===== src/rtl/hilo_pkg.sv =====
// Shared types and constants for the HI/LO register unit and its iterative divider.
package hilo_pkg;

   localparam int WIDTH      = 32;
   localparam int HILO_W     = 2 * WIDTH;
   localparam int DIV_CYCLES = 32;
   localparam int CNT_W      = $clog2(DIV_CYCLES);

   typedef enum logic [1:0] {
      IDLE = 2'd0,
      DIV  = 2'd1,
      DONE = 2'd2
   } state_t;

   // Two's-complement magnitude; only applied when the operand is signed and negative.
   function automatic logic [WIDTH-1:0] mag(input logic [WIDTH-1:0] v, input logic sgn);
      return (sgn && v[WIDTH-1]) ? (~v + 1'b1) : v;
   endfunction

   function automatic logic [WIDTH-1:0] cond_neg(input logic [WIDTH-1:0] v, input logic neg);
      return neg ? (~v + 1'b1) : v;
   endfunction

endpackage


===== src/rtl/div_core.sv =====
// Unsigned restoring divider: one quotient bit per cycle, MSB first, DIV_CYCLES iterations.
module div_core
   import hilo_pkg::*;
(
   input  logic             Clk,
   input  logic             Rst_n,
   input  logic             start,
   input  logic [WIDTH-1:0] dividend,
   input  logic [WIDTH-1:0] divisor,
   output logic [WIDTH-1:0] quo,
   output logic [WIDTH-1:0] rem,
   output logic             done
);

   logic             running;
   logic [CNT_W-1:0] cnt;
   logic [WIDTH-1:0] prem;
   logic [WIDTH-1:0] quo_q;
   logic [WIDTH-1:0] dvs;

   logic [WIDTH:0]   rem_sh;
   logic [WIDTH:0]   diff;
   logic             fits;
   logic             last;

   // Partial remainder stays below the divisor, so the shifted value fits in WIDTH+1 bits.
   always_comb begin
      rem_sh = {prem, quo_q[WIDTH-1]};
      diff   = rem_sh - {1'b0, dvs};
      fits   = ~diff[WIDTH];
      last   = running && (cnt == CNT_W'(DIV_CYCLES - 1));
   end

   always_ff @(posedge Clk or negedge Rst_n) begin
      if (!Rst_n) begin
         running <= 1'b0;
         cnt     <= '0;
         prem    <= '0;
         quo_q   <= '0;
         dvs     <= '0;
      end else if (start) begin
         running <= 1'b1;
         cnt     <= '0;
         prem    <= '0;
         quo_q   <= dividend;
         dvs     <= divisor;
      end else if (running) begin
         prem  <= fits ? diff[WIDTH-1:0] : rem_sh[WIDTH-1:0];
         quo_q <= {quo_q[WIDTH-2:0], fits};
         cnt   <= cnt + 1'b1;
         if (last)
            running <= 1'b0;
      end
   end

   assign quo  = quo_q;
   assign rem  = prem;
   assign done = last;

endmodule


===== src/rtl/hilo_unit.sv =====
// HI/LO architectural register pair with a multi-cycle signed/unsigned divide.
module hilo_unit
   import hilo_pkg::*;
(
   input  logic              Clk,
   input  logic              Rst_n,
   input  logic              HiLoEn,
   input  logic [HILO_W-1:0] HiLoWrite,
   input  logic              DivStart,
   input  logic              DivSigned,
   input  logic [WIDTH-1:0]  Dividend,
   input  logic [WIDTH-1:0]  Divisor,
   output logic [HILO_W-1:0] HiLoRead,
   output logic              Busy,
   output logic              DivDone,
   output logic              DivByZero
);

   state_t            state, state_nxt;
   logic [HILO_W-1:0] hilo_q;
   logic              neg_quo_q;
   logic              neg_rem_q;
   logic              dbz_q;

   logic              idle;
   logic              accept;
   logic              div_zero;
   logic              core_start;
   logic              core_done;
   logic [WIDTH-1:0]  core_quo;
   logic [WIDTH-1:0]  core_rem;
   logic [WIDTH-1:0]  quo_fix;
   logic [WIDTH-1:0]  rem_fix;

   assign idle       = (state == IDLE);
   assign accept     = idle && DivStart;
   assign div_zero   = (Divisor == '0);
   assign core_start = accept && !div_zero;

   div_core u_div_core (
      .Clk      (Clk),
      .Rst_n    (Rst_n),
      .start    (core_start),
      .dividend (mag(Dividend, DivSigned)),
      .divisor  (mag(Divisor, DivSigned)),
      .quo      (core_quo),
      .rem      (core_rem),
      .done     (core_done)
   );

   always_comb begin
      state_nxt = state;
      case (state)
         IDLE: if (DivStart) state_nxt = div_zero ? DONE : DIV;
         DIV:  if (core_done) state_nxt = DONE;
         DONE: state_nxt = IDLE;
         default: state_nxt = IDLE;
      endcase
   end

   // Quotient negates on sign mismatch; remainder follows the dividend's sign.
   assign quo_fix = cond_neg(core_quo, neg_quo_q);
   assign rem_fix = cond_neg(core_rem, neg_rem_q);

   always_ff @(posedge Clk or negedge Rst_n) begin
      if (!Rst_n) begin
         state     <= IDLE;
         neg_quo_q <= 1'b0;
         neg_rem_q <= 1'b0;
         dbz_q     <= 1'b0;
      end else begin
         state <= state_nxt;
         if (accept) begin
            neg_quo_q <= DivSigned & (Dividend[WIDTH-1] ^ Divisor[WIDTH-1]);
            neg_rem_q <= DivSigned & Dividend[WIDTH-1];
            dbz_q     <= div_zero;
         end else if (state == DONE) begin
            dbz_q <= 1'b0;
         end
      end
   end

   // ALU writes land only while idle; a divide result overwrites them later.
   always_ff @(posedge Clk or negedge Rst_n) begin
      if (!Rst_n)
         hilo_q <= '0;
      else if (state == DONE) begin
         if (!dbz_q)
            hilo_q <= {rem_fix, quo_fix};
      end else if (idle && HiLoEn)
         hilo_q <= HiLoWrite;
   end

   assign HiLoRead  = hilo_q;
   assign Busy      = !idle;
   assign DivDone   = (state == DONE);
   assign DivByZero = dbz_q;

endmodule


===== config.mk =====
export PLATFORM = sky130hd
export DESIGN_NAME = hilo_unit
export DESIGN_NICKNAME = d
export VERILOG_FILES = /design/src/rtl/hilo_pkg.sv /design/src/rtl/div_core.sv /design/src/rtl/hilo_unit.sv
export SDC_FILE = /design/constraint.sdc
export NUM_CORES = 1
export LEC_CHECK = 0
export CAP_MARGIN = 20
export CORE_MARGIN = 4
export CORE_UTILIZATION = 49
export DETAILED_ROUTE_END_ITERATION = 8
export GPL_TIMING_DRIVEN = 0
export PLACE_DENSITY_LB_ADDON = 0.2
export SLEW_MARGIN = 20
export SYNTH_ARGS = -nofsm -noshare
export SYNTH_HDL_FRONTEND = slang
export SYNTH_SLANG_ARGS = --single-unit

===== constraint.sdc =====
create_clock -name Clk -period 3.2 [get_ports Clk]
set_input_delay 0.32 -clock Clk [delete_from_list [all_inputs] [get_ports Clk]]
set_output_delay 0.32 -clock Clk [all_outputs]
set_load 0.005 [all_outputs]

==> results.yml <==
status:
  outcome: "finished, violations left"
  failed_checks: "negative setup slack"
floorplanning:
  io_pins: 200
  die_h_um: 164.4
  die-area_um2: 27040
  core_area_um2: 23750
  floorplan.initialDensity: 0.5048
  rows: 56
  die_w_um: 164.4
detailed_routing:
  detail-route-antenna-nets: 0
  routed_wl_mm: 37.86
  post-route-drc-count: 0
  wl_per_cell_um: 18.61
  vias: 11645
  dr.pass1.iters: 6
  drt-initial-drc-count: 1240
  drt-vias-per-instance: 5.725
synthesis:
  ys_ff_latch: 171
  synth_edf_count: 0
  async_flop_share: 1.000
  synth.most_common_cell: "nand2_1"
  syn_area_um2: 11990
  synth_flop_cell: "dfrtp_1"
  postSynthCellCount: 1465
  synth_top_area_frac: 0.3568
  syn_avg_cell_area_um2: 8.185
  synthTopCellsByArea: "dfrtp_1, o21ai_0, nand2_1, xor2_1, a21oi_1"
  synth_top_area_cell: "dfrtp_1"
  yosysWarnings: 0
  ys_types: 68
  synth_nets: 1637
  synth_top_cells_by_count: "nand2_1, o21ai_0, dfrtp_1, a21oi_1, nor2_1"
  seq_area_frac_synth: 0.3568
finish:
  areaGrowthSynthToFinish_pct: 30.04
  fill_cells: 1996
  antenna_cells: 0
  drive_gt1_frac: 0.09329
  nets: 1874
timing:
  setup_ws_ns: -0.05243
  slew_violations: 0
  timing.fmax_mhz: 307.5
  tns_ns: -0.1067
  min_period_ns: 3.252
  finalClockSkew_ns: 0.01010
  hold_violations: 0
  post-route-period-util: 1.016
  whs_ns: 0.3502
  tightest_slew_ns: 0.8112
  rsz0062_at_grt: "yes"
  finalSetupViolCount: 6
  relSlewSlack: 0.4592
pwr:
  sw_frac_of_total: 0.4522
  max-vdd-ir-drop_uv: 627.5
  netSwitchingPower_mw: 8.205
  p_comb_frac: 0.630
  clkPwrFrac: 0.121
  leakage_nw: 6.648
  seqPwrFrac: 0.249
  internal_power_mw: 9.939
  power_density_nw_per_um2: 1164
clock_network:
  insertion_delay_ns: 0.44
  clockBufferDepth: 2
  clock_sinks: 171
  cts_inserted_buffers: 17
  cts_max_level: 4
  cts.clk_slew.worst_paths_ns: 0.07
  root_buffer: "clkbuf_16"
  tritoncts: "built"
setup_path:
  path_max_fanout: 5
  required_ns: 3.48
  path_class: "reg2reg"
  startpoint: "u_div_core.dvs[0]"
  reg2reg_setup_slack_ns: -0.05
  r2r_end: "u_div_core.rem[21]"
  worstSetupEndpointType: "flop"
  r2r_start: "u_div_core.dvs[0]"
  r2r_cells: 14
  crit_path_start_kind: "flop"
  critPathArrivalTime_ns: 3.53
  critPathCapture: "u_div_core.rem[21]"
placement:
  io_buffers: 199
  finalWeightedCongestion: 0.8873
  hpwlAfterDp_mm: 28.99
grt:
  track_usage: 0.2723
  grt_pass1_wl_mm: 58.75
  globalRoute.totalOverflow: 0
  antenna_found_initial: 0
  grt_max_degree: 72
  grt_pass1_vias: 11067
hold_path:
  min_path_type: "in2async"
run:
  drv_cap: 0
-- per-layer routing --
metal / share of wire / track usage / vias to the layer above / wire length (µm)
li1: - / - / 5618 / -
met1: 0.46 / 0.3962 / 5516 / 17300
met2: 0.45 / 0.4246 / 468 / 16850
met3: 0.082 / 0.04941 / 43 / 3100
met4: 0.016 / 0.06427 / 0 / 611
met5: 0 / 0 / - / 0
-- worst min path at each step --
stage	slack, ns	startpoint	to
final	0.35	Rst_n	HiLoRead[41]
after global routing	0.38	Rst_n	HiLoRead[41]
after CTS	0.36	Rst_n	HiLoRead[41]
after detailed placement	0.22	Rst_n	HiLoRead[41]
after global placement	0.46	HiLoRead[22]	HiLoRead[22]
after floorplan	0.02	Rst_n	DivByZero
-- cell families (layout without fill, tap and decap cells) --
| kind of cell | after synthesis | in the layout | share of synthesized area |
|---|---|---|---|
| xor gates and xnor gates | 151 | 151 | 0.1103 |
| and+or+nand+nor | 457 | 457 | 0.1731 |
| muxes | 58 | 58 | 0.04841 |
| buffers and inverters | 141 | 391 | 0.04810 |
| DFF | 171 | 171 | 0.3568 |
| adders and majority gates | 39 | 39 | 0.04132 |
| AOI/OAI and AO/OA | 448 | 448 | 0.2219 |
-- worst max-delay path, stage by stage, from the launching register on --
cell	delay [ns]
dfrtp_2	0.46
ha_4	0.19
fa_2	0.34
nand2b_4	0.16
a21o_4	0.22
a2111oi_4	0.39
nor4_4	0.08
o21ai_1	0.14
buf_4	0.16
a21oi_4	0.09
xnor2_2	0.20
buf_6	0.18
buf_6	0.15
mux2i_2	0.23
a211oi_2	0.10
-- sequential cells by signal, indices dropped and copies added, names as in the netlist --
| signal | flops |
|---|---|
| neg_rem_q | 1 |
| u_div_core.quo | 32 |
| HiLoRead | 64 |
| state | 2 |
| u_div_core.rem | 32 |
| u_div_core.dvs | 32 |
| DivByZero | 1 |
| u_div_core.cnt | 5 |
| u_div_core.running | 1 |
| neg_quo_q | 1 |
-- placed cells by master (no fill, tap or decap), types with 12 or more instances in the layout --
| cell | synthesis | routed |
|---|---|---|
| dfrtp_1 | 171 | 161 |
| xnor2_1 | 58 | 57 |
| clkdlybuf4s50_1 | 0 | 196 |
| a21oi_1 | 129 | 121 |
| inv_1 | 56 | 54 |
| mux2i_1 | 58 | 52 |
| o41ai_1 | 14 | 12 |
| o31ai_1 | 26 | 23 |
| nor3_1 | 24 | 21 |
| clkbuf_1 | 67 | 55 |
| xor2_1 | 93 | 92 |
| nand2_1 | 225 | 225 |
| a21o_1 | 17 | 16 |
| nor2_1 | 105 | 105 |
| buf_4 | 1 | 19 |
| clkbuf_16 | 0 | 18 |
| o21ai_0 | 183 | 179 |
| nand3_1 | 14 | 14 |
| ha_1 | 38 | 24 |
-- power by group through the flow --
stage                     Clock [mW]  Sequential, mW  Combinational [mW]
after floorplan                    0            4.08                7.07
after global placement             0            4.42                9.63
after detailed placement           0            4.47                9.84
after CTS                       2.21            4.43                10.5
after global routing            2.31            4.65                12.5
final                           2.20            4.52                11.4
-- layout make-up --
cell class | instances | area [µm²] | share of cell area
repair buffers | 223 | 2250 | 0.1443
clock buffers | 20 | 466.7 | 0.02993
flip-flops and latches | 171 | 4292 | 0.2752
clock inverters | 12 | 150.1 | 0.009629
well taps | 319 | 399.1 | 0.02560
inverters | 56 | 210.2 | 0.01348
plain buffers | 80 | 376.6 | 0.02415
multi-input cells | 1153 | 7450 | 0.4777
-- stage by stage --
step             util  std cells  setup slack (ns)  area [µm²]  power, mW
6_report       0.6565       2034          -0.05243       15590      18.14
4_1_cts        0.6432       2028          -0.01280       15280      17.11
5_1_grt        0.6565       2034           -0.1081       15590      19.46
3_3_place_gp   0.6056       1983            -5.342       14390      14.05
3_5_place_dp   0.6081       1985           -0.5752       14450      14.31
2_1_floorplan       -       1465           0.03568       11990      11.15
-- timing repair --
item	4_1_cts	5_1_grt
pin swaps	9	27
setup endpoints to repair	35	110
cloned	0	1
setup buffers	12	8
resized for setup	29	72
endpoints found under the hold margin	37	0
hold buffers	1	0
No activity file was read; power rests on OpenSTA's default activity.
